===== src/rtl/line_mem_pkg.sv =====
// Shared types and sizing for the L2 line to narrow memory bridge.
// Line and word geometry are fixed; the beat count derives from them.
package line_mem_pkg;

  localparam int LINE_W = 128;
  localparam int WORD_W = 16;
  localparam int BEATS  = LINE_W / WORD_W;
  localparam int BEAT_W = $clog2(BEATS);
  localparam int OFF_W  = $clog2(LINE_W / 8);

  typedef enum logic [1:0] {
    IDLE,
    RD_BEAT,
    WR_BEAT,
    DONE
  } state_e;

  typedef enum logic {
    RD,
    WR
  } op_e;

endpackage


===== src/rtl/line_mem_bridge.sv =====
// Serialises 128-bit L2 line requests into eight 16-bit memory beats
// and returns one L2_resp per line unless the requester changed.
module line_mem_bridge
  import line_mem_pkg::*;
#(
  parameter int ADDR_W = 16
) (
  input  logic              clk,
  input  logic              reset_n,
  input  logic              L2_read,
  input  logic              L2_write,
  input  logic [ADDR_W-1:0] L2_addr,
  input  logic [LINE_W-1:0] L2_wdata,
  output logic [LINE_W-1:0] L2_rdata,
  output logic              L2_resp,
  output logic              mem_read,
  output logic              mem_write,
  output logic [ADDR_W-1:0] mem_addr,
  output logic [WORD_W-1:0] mem_wdata,
  input  logic [WORD_W-1:0] mem_rdata,
  input  logic              mem_resp
);

  localparam int LN_W = ADDR_W - OFF_W;

  state_e            state_q;
  op_e               op_q;
  logic [LN_W-1:0]   line_q;
  logic [BEAT_W-1:0] beat_q;
  logic [BEAT_W-1:0] beat_d;
  logic [LINE_W-1:0] wdata_q;
  logic [LINE_W-1:0] rbuf_q;
  logic              mem_read_q;
  logic              mem_write_q;
  logic [ADDR_W-1:0] mem_addr_q;
  logic [WORD_W-1:0] mem_wdata_q;

  logic [LN_W-1:0]   req_line;
  logic              last_beat;
  logic              op_match;
  logic              unused_addr;

  function automatic logic [ADDR_W-1:0] beat_addr(
    input logic [LN_W-1:0]   ln,
    input logic [BEAT_W-1:0] b
  );
    return {ln, b, {(OFF_W-BEAT_W){1'b0}}};
  endfunction

  assign req_line    = L2_addr[ADDR_W-1:OFF_W];
  assign unused_addr = ^L2_addr[OFF_W-1:0];
  assign beat_d      = beat_q + 1'b1;
  assign last_beat   = (beat_q == BEAT_W'(BEATS-1));

  // Response only if the arbiter still presents the same requester.
  assign op_match = (op_q == WR) ? L2_write
                                 : (L2_read & ~L2_write);
  assign L2_resp  = (state_q == DONE) & op_match
                  & (req_line == line_q);

  assign L2_rdata  = rbuf_q;
  assign mem_read  = mem_read_q;
  assign mem_write = mem_write_q;
  assign mem_addr  = mem_addr_q;
  assign mem_wdata = mem_wdata_q;

  always_ff @(posedge clk or negedge reset_n) begin
    if (!reset_n) begin
      state_q     <= IDLE;
      op_q        <= RD;
      line_q      <= '0;
      beat_q      <= '0;
      wdata_q     <= '0;
      rbuf_q      <= '0;
      mem_read_q  <= 1'b0;
      mem_write_q <= 1'b0;
      mem_addr_q  <= '0;
      mem_wdata_q <= '0;
    end else begin
      unique case (state_q)
        IDLE: begin
          beat_q <= '0;
          priority case (1'b1)
            L2_write: begin
              op_q        <= WR;
              line_q      <= req_line;
              wdata_q     <= L2_wdata;
              mem_write_q <= 1'b1;
              mem_addr_q  <= beat_addr(req_line, '0);
              mem_wdata_q <= L2_wdata[WORD_W-1:0];
              state_q     <= WR_BEAT;
            end
            L2_read: begin
              op_q       <= RD;
              line_q     <= req_line;
              mem_read_q <= 1'b1;
              mem_addr_q <= beat_addr(req_line, '0);
              state_q    <= RD_BEAT;
            end
            default: ;
          endcase
        end
        RD_BEAT: begin
          if (mem_resp) begin
            rbuf_q[int'(beat_q)*WORD_W +: WORD_W] <= mem_rdata;
            if (last_beat) begin
              beat_q     <= '0;
              mem_read_q <= 1'b0;
              state_q    <= DONE;
            end else begin
              beat_q     <= beat_d;
              mem_addr_q <= beat_addr(line_q, beat_d);
            end
          end
        end
        WR_BEAT: begin
          if (mem_resp) begin
            if (last_beat) begin
              beat_q      <= '0;
              mem_write_q <= 1'b0;
              state_q     <= DONE;
            end else begin
              beat_q      <= beat_d;
              mem_addr_q  <= beat_addr(line_q, beat_d);
              mem_wdata_q <= wdata_q[int'(beat_d)*WORD_W +: WORD_W];
            end
          end
        end
        DONE: state_q <= IDLE;
        default: state_q <= IDLE;
      endcase
    end
  end

endmodule


===== config.mk =====
export PLATFORM = sky130hd
export DESIGN_NAME = line_mem_bridge
export DESIGN_NICKNAME = d
export VERILOG_FILES = /design/src/rtl/line_mem_pkg.sv /design/src/rtl/line_mem_bridge.sv
export SDC_FILE = /design/constraint.sdc
export NUM_CORES = 1
export LEC_CHECK = 0
export BUFFER_PORTS_ARGS = -buffer_cell sky130_fd_sc_hd__buf_2
export CAP_MARGIN = 20
export CORE_AREA = 2 2 172 174
export DETAILED_ROUTE_END_ITERATION = 10
export DIE_AREA = 0 0 174 176
export PLACE_DENSITY = 0.72
export SYNTH_ARGS = -nofsm -noshare
export SYNTH_HDL_FRONTEND = slang
export SYNTH_SLANG_ARGS = --single-unit

===== constraint.sdc =====
create_clock -name clk -period 3.31 [get_ports clk]
set_input_delay 0.331 -clock clk [delete_from_list [all_inputs] [get_ports clk]]
set_output_delay 0.331 -clock clk [all_outputs]
set_load 0.01 [all_outputs]

==> summary.txt <==
Run status
  – Outcome: finished clean

Critical path
  – Critical path class: reg -> reg
  – Crit Path Max Fanout: 32
  – Required @ worst endpoint: 3.64 ns
  – R2R setup slack: approximately 0.64 ns
  – Startpoint types: flip-flop
  – R2r endpoint: L2_rdata[21]$_DFFE_PN0P_
  – Crit path DAT: approximately 3.0 ns
  – Critical path's top delay family: simple AND/OR/NAND/NOR gates
  – Critical Path Stages: 7
  – Worst-case reg-to-reg path depth: 7
  – CP startpoint: beat_q[0]$_DFFE_PN0P_
  – Crit path largest cell delay: 0.55 ns
  – Crit-path cells: inv_2 -> ha_2 -> ha_1 -> o31a_1 -> nand2b_1 -> nand2_1 -> o21ai_0
  – CP max stage cell: nand2b_1
  – CP Buf/Inv Count: 1
  – Worst setup path end: L2_rdata[21]$_DFFE_PN0P_
  – Reg-to-Reg Start: beat_q[0]$_DFFE_PN0P_
  – Worst Setup End Kind: flip-flop

Place
  – Routability cong.: 0.803
  – Post-Place Cells: 1766
  – I/O Buffers: about 320
  – Detail Placement HPWL: 24200 um
  – Placement Cell Area: about 16000 um^2
  – Setup slack after placement: about 0.70 ns

STA
  – Period utilization: 0.806
  – Post-Route Setup TNS: 0 ns
  – RSZ-0062 raised after global routing: no
  – Clock skew: about 0.022 ns
  – Peak Freq: between 0.3 and 0.4 GHz
  – Fin worst setup slack: about 0.64 ns
  – Slew HR: 0.314
  – # setup viols final: 0
  – Max-slew violation count: 0
  – Final Hold Vio Count: 0
  – Final Critical Period: 2.67 ns
  – Actual slew at the worst max-slew pin: 1.03 ns

Cells and area
  – Final net count: between 1500 and 2000
  – Fin area: ~17000 um^2
  – Commonest non-fill, non-tap cells in the layout: buf_2 (321), dfrtp_1 (306), mux2_2 (146)
  – Layout cells sized above 1: 0.411
  – Commonest non-fill, non-tap cell in the layout: buf_2
  – Synth-to-layout area growth: 23.1%
  – Non-Filler Instances: 1838

Die
  – Die area: 30600 um^2
  – Die Y: around 180 um
  – CORE AREA: 28500 um^2
  – Starting Density: 0.475
  – IO Pins: around 330
  – Die Wd: around 170 um
  – Number of cell rows: 62

Global route
  – Total global-route track usage: 0.228
  – Initial antenna violation count: 14
  – Pin count of the biggest net entering global routing: 96
  – Number of global-route vias before repair: 9732
  – Gr ovfl total: 0
  – First-pass GRT wire length: roughly 55000 um

Yosys
  – Seq/Total Area, Yosys: 0.566
  – Warnings from Yosys: 0
  – Post-synth EDFFs: 0
  – Synth Net Count: between 1000 and 1500
  – Async SR Flop Fraction: 1.00
  – Yosys top cell by area: dfrtp_1
  – Count of cell types in the netlist: between 40 and 50
  – Cell Area, Synth: ~14000 um^2
  – Post-synth top area share: 0.566
  – Top cells by area, synth: dfrtp_1 (57%), mux2_2 (12%), mux4_2 (4.2%)
  – Top FF cell, synth: dfrtp_1
  – Post-Syn Instances: roughly 1100
  – Avg Inst Size Synth: approximately 12 um^2
  – Yosys reg bits: between 300 and 400

Clock network
  – Clk pin slew, worst setup/hold paths: roughly 0.06 ns
  – Clk buf depth: 3
  – CTS H-tree depth: 2
  – TritonCTS Sinks: between 300 and 400
  – Setup Buffers After CTS: 0
  – Num CTS Buffers: 35
  – CTS tree: built
  – Root buffer selected by CTS: clkbuf_16
  – Worst skew pair latency: 0.52 ns

Detailed routing
  – Total wire length: about 35000 um
  – Routed Antenna Nets: 0
  – Routed wire per std cell: roughly 19 um
  – Number of detailed-route iterations in the first pass: 7
  – DRC: 0
  – DR vias: 9658
  – Iter 0 DRT Violations: 634
  – Avg Vias per Cell: about 5.3

Power
  – Final Total Pwr: between 15 and 20 mW
  – IR drop worst, VDD: 0.000507 V
  – P per Cell Area: about 960 nW/um^2
  – Leak: between 7 and 8 nW

Job
  – Max cap viols: 0

Worst hold path
  – Class of the worst hold path: in -> reg
[logic make-up after synthesis]
kind of cell    synth area share
flops                      0.566
simple gates              0.0802
mux                        0.209
compound gates            0.0736
buf+inv                   0.0530
xor+xnor                 0.00775
fa+ha+maj                 0.0101
other cells             0.000276
[synth_stat cells (2+ instances only)]
cell type / instances
mux4_2: 25
dfrtp_1: 307
clkbuf_4: 3
nor2b_1: 2
o21ai_1: 26
ha_1: 11
a21oi_1: 15
nand2_1: 108
mux2_2: 146
xnor2_1: 8
inv_1: 73
nor2_1: 34
mux2i_1: 29
buf_2: 40
clkbuf_1: 38
a211oi_1: 16
nand3_1: 71
nand2b_1: 6
a21o_1: 17
nor3_2: 6
o31ai_1: 3
o21ai_0: 94
mux2_4: 10
o22ai_1: 3
buf_6: 2
buf_1: 3
xor2_1: 4
nand4_1: 2
mux4_1: 7
[registers in the layout, indices dropped and copies added (netlist names)]
name	flops
L2_rdata	128
wdata_q	128
mem_wdata	16
mem_addr	15
line_q	12
beat_q	3
state_q	2
mem_read	1
mem_write	1
op_q	1
[where the power goes]
group | switching (mW) | internal, mW
Clock | 1.53 | 2.33
Combinational | 2.99 | 3.00
Sequential | 0.828 | 5.29
[per-stage QoR]
step | utilization | hold slack, ns
after floorplan | - | 0.0354
after global placement | 0.543 | 0.401
after detailed placement | 0.543 | 0.401
after CTS | 0.584 | 0.0177
after global routing | 0.585 | 0.0274
final | 0.585 | 0.0392
[per-layer routing]
metal / routed length [um] / track usage / part of all wire / vias to the layer above
met3: 3020 / 0.0747 / 0.087 / 76
met2: 16700 / 0.378 / 0.48 / 371
met5: 77 / 0 / 0.0022 / -
met4: 997 / 0.0760 / 0.029 / 12
li1: - / - / - / 4483
met1: 13800 / 0.282 / 0.40 / 4716
[how the worst min path moves through the flow]
stage                  start                       end  slack (ns)  depth (start not counted)
5_1_grt         L2_wdata[33]   wdata_q[33]$_DFFE_PN0P_        0.03                          2
4_1_cts        L2_wdata[125]  wdata_q[125]$_DFFE_PN0P_        0.02                          2
3_5_place_dp         reset_n   L2_rdata[1]$_DFFE_PN0P_        0.40                          1
2_1_floorplan        reset_n   L2_rdata[0]$_DFFE_PN0P_        0.04                          0
3_3_place_gp         reset_n   L2_rdata[0]$_DFFE_PN0P_        0.40                          1
6_report       L2_wdata[125]  wdata_q[125]$_DFFE_PN0P_        0.04                          2
[what timing repair did]
item | in CTS | in global routing
endpoints found under the hold margin | 90 | 0
hold buffers | 1 | 0
resized for setup | 0 | 0
[cell type report]
| cell class | count | area (um^2) |
|---|---|---|
| Fill cell | 2434 | 11800 |
| Sequential cell | 307 | 7680 |
| Multi-Input combinational cell | 656 | 5190 |
| Timing Repair Buffer | 346 | 1880 |
| Clock buffer | 56 | 1090 |
| Tap cell | 384 | 480 |
| Inverter | 74 | 278 |
| Clock inverter | 7 | 81.3 |
| Antenna cell | 8 | 20.0 |
[worst register-to-register path, cell delays in order, from the launching register on]
cell and delay (ns):
dfrtp_2 0.49, inv_2 0.13, ha_2 0.22, ha_1 0.43, o31a_1 0.28, nand2b_1 0.55, nand2_1 0.26, o21ai_0 0.12
No activity file was read; power rests on OpenSTA's default activity.
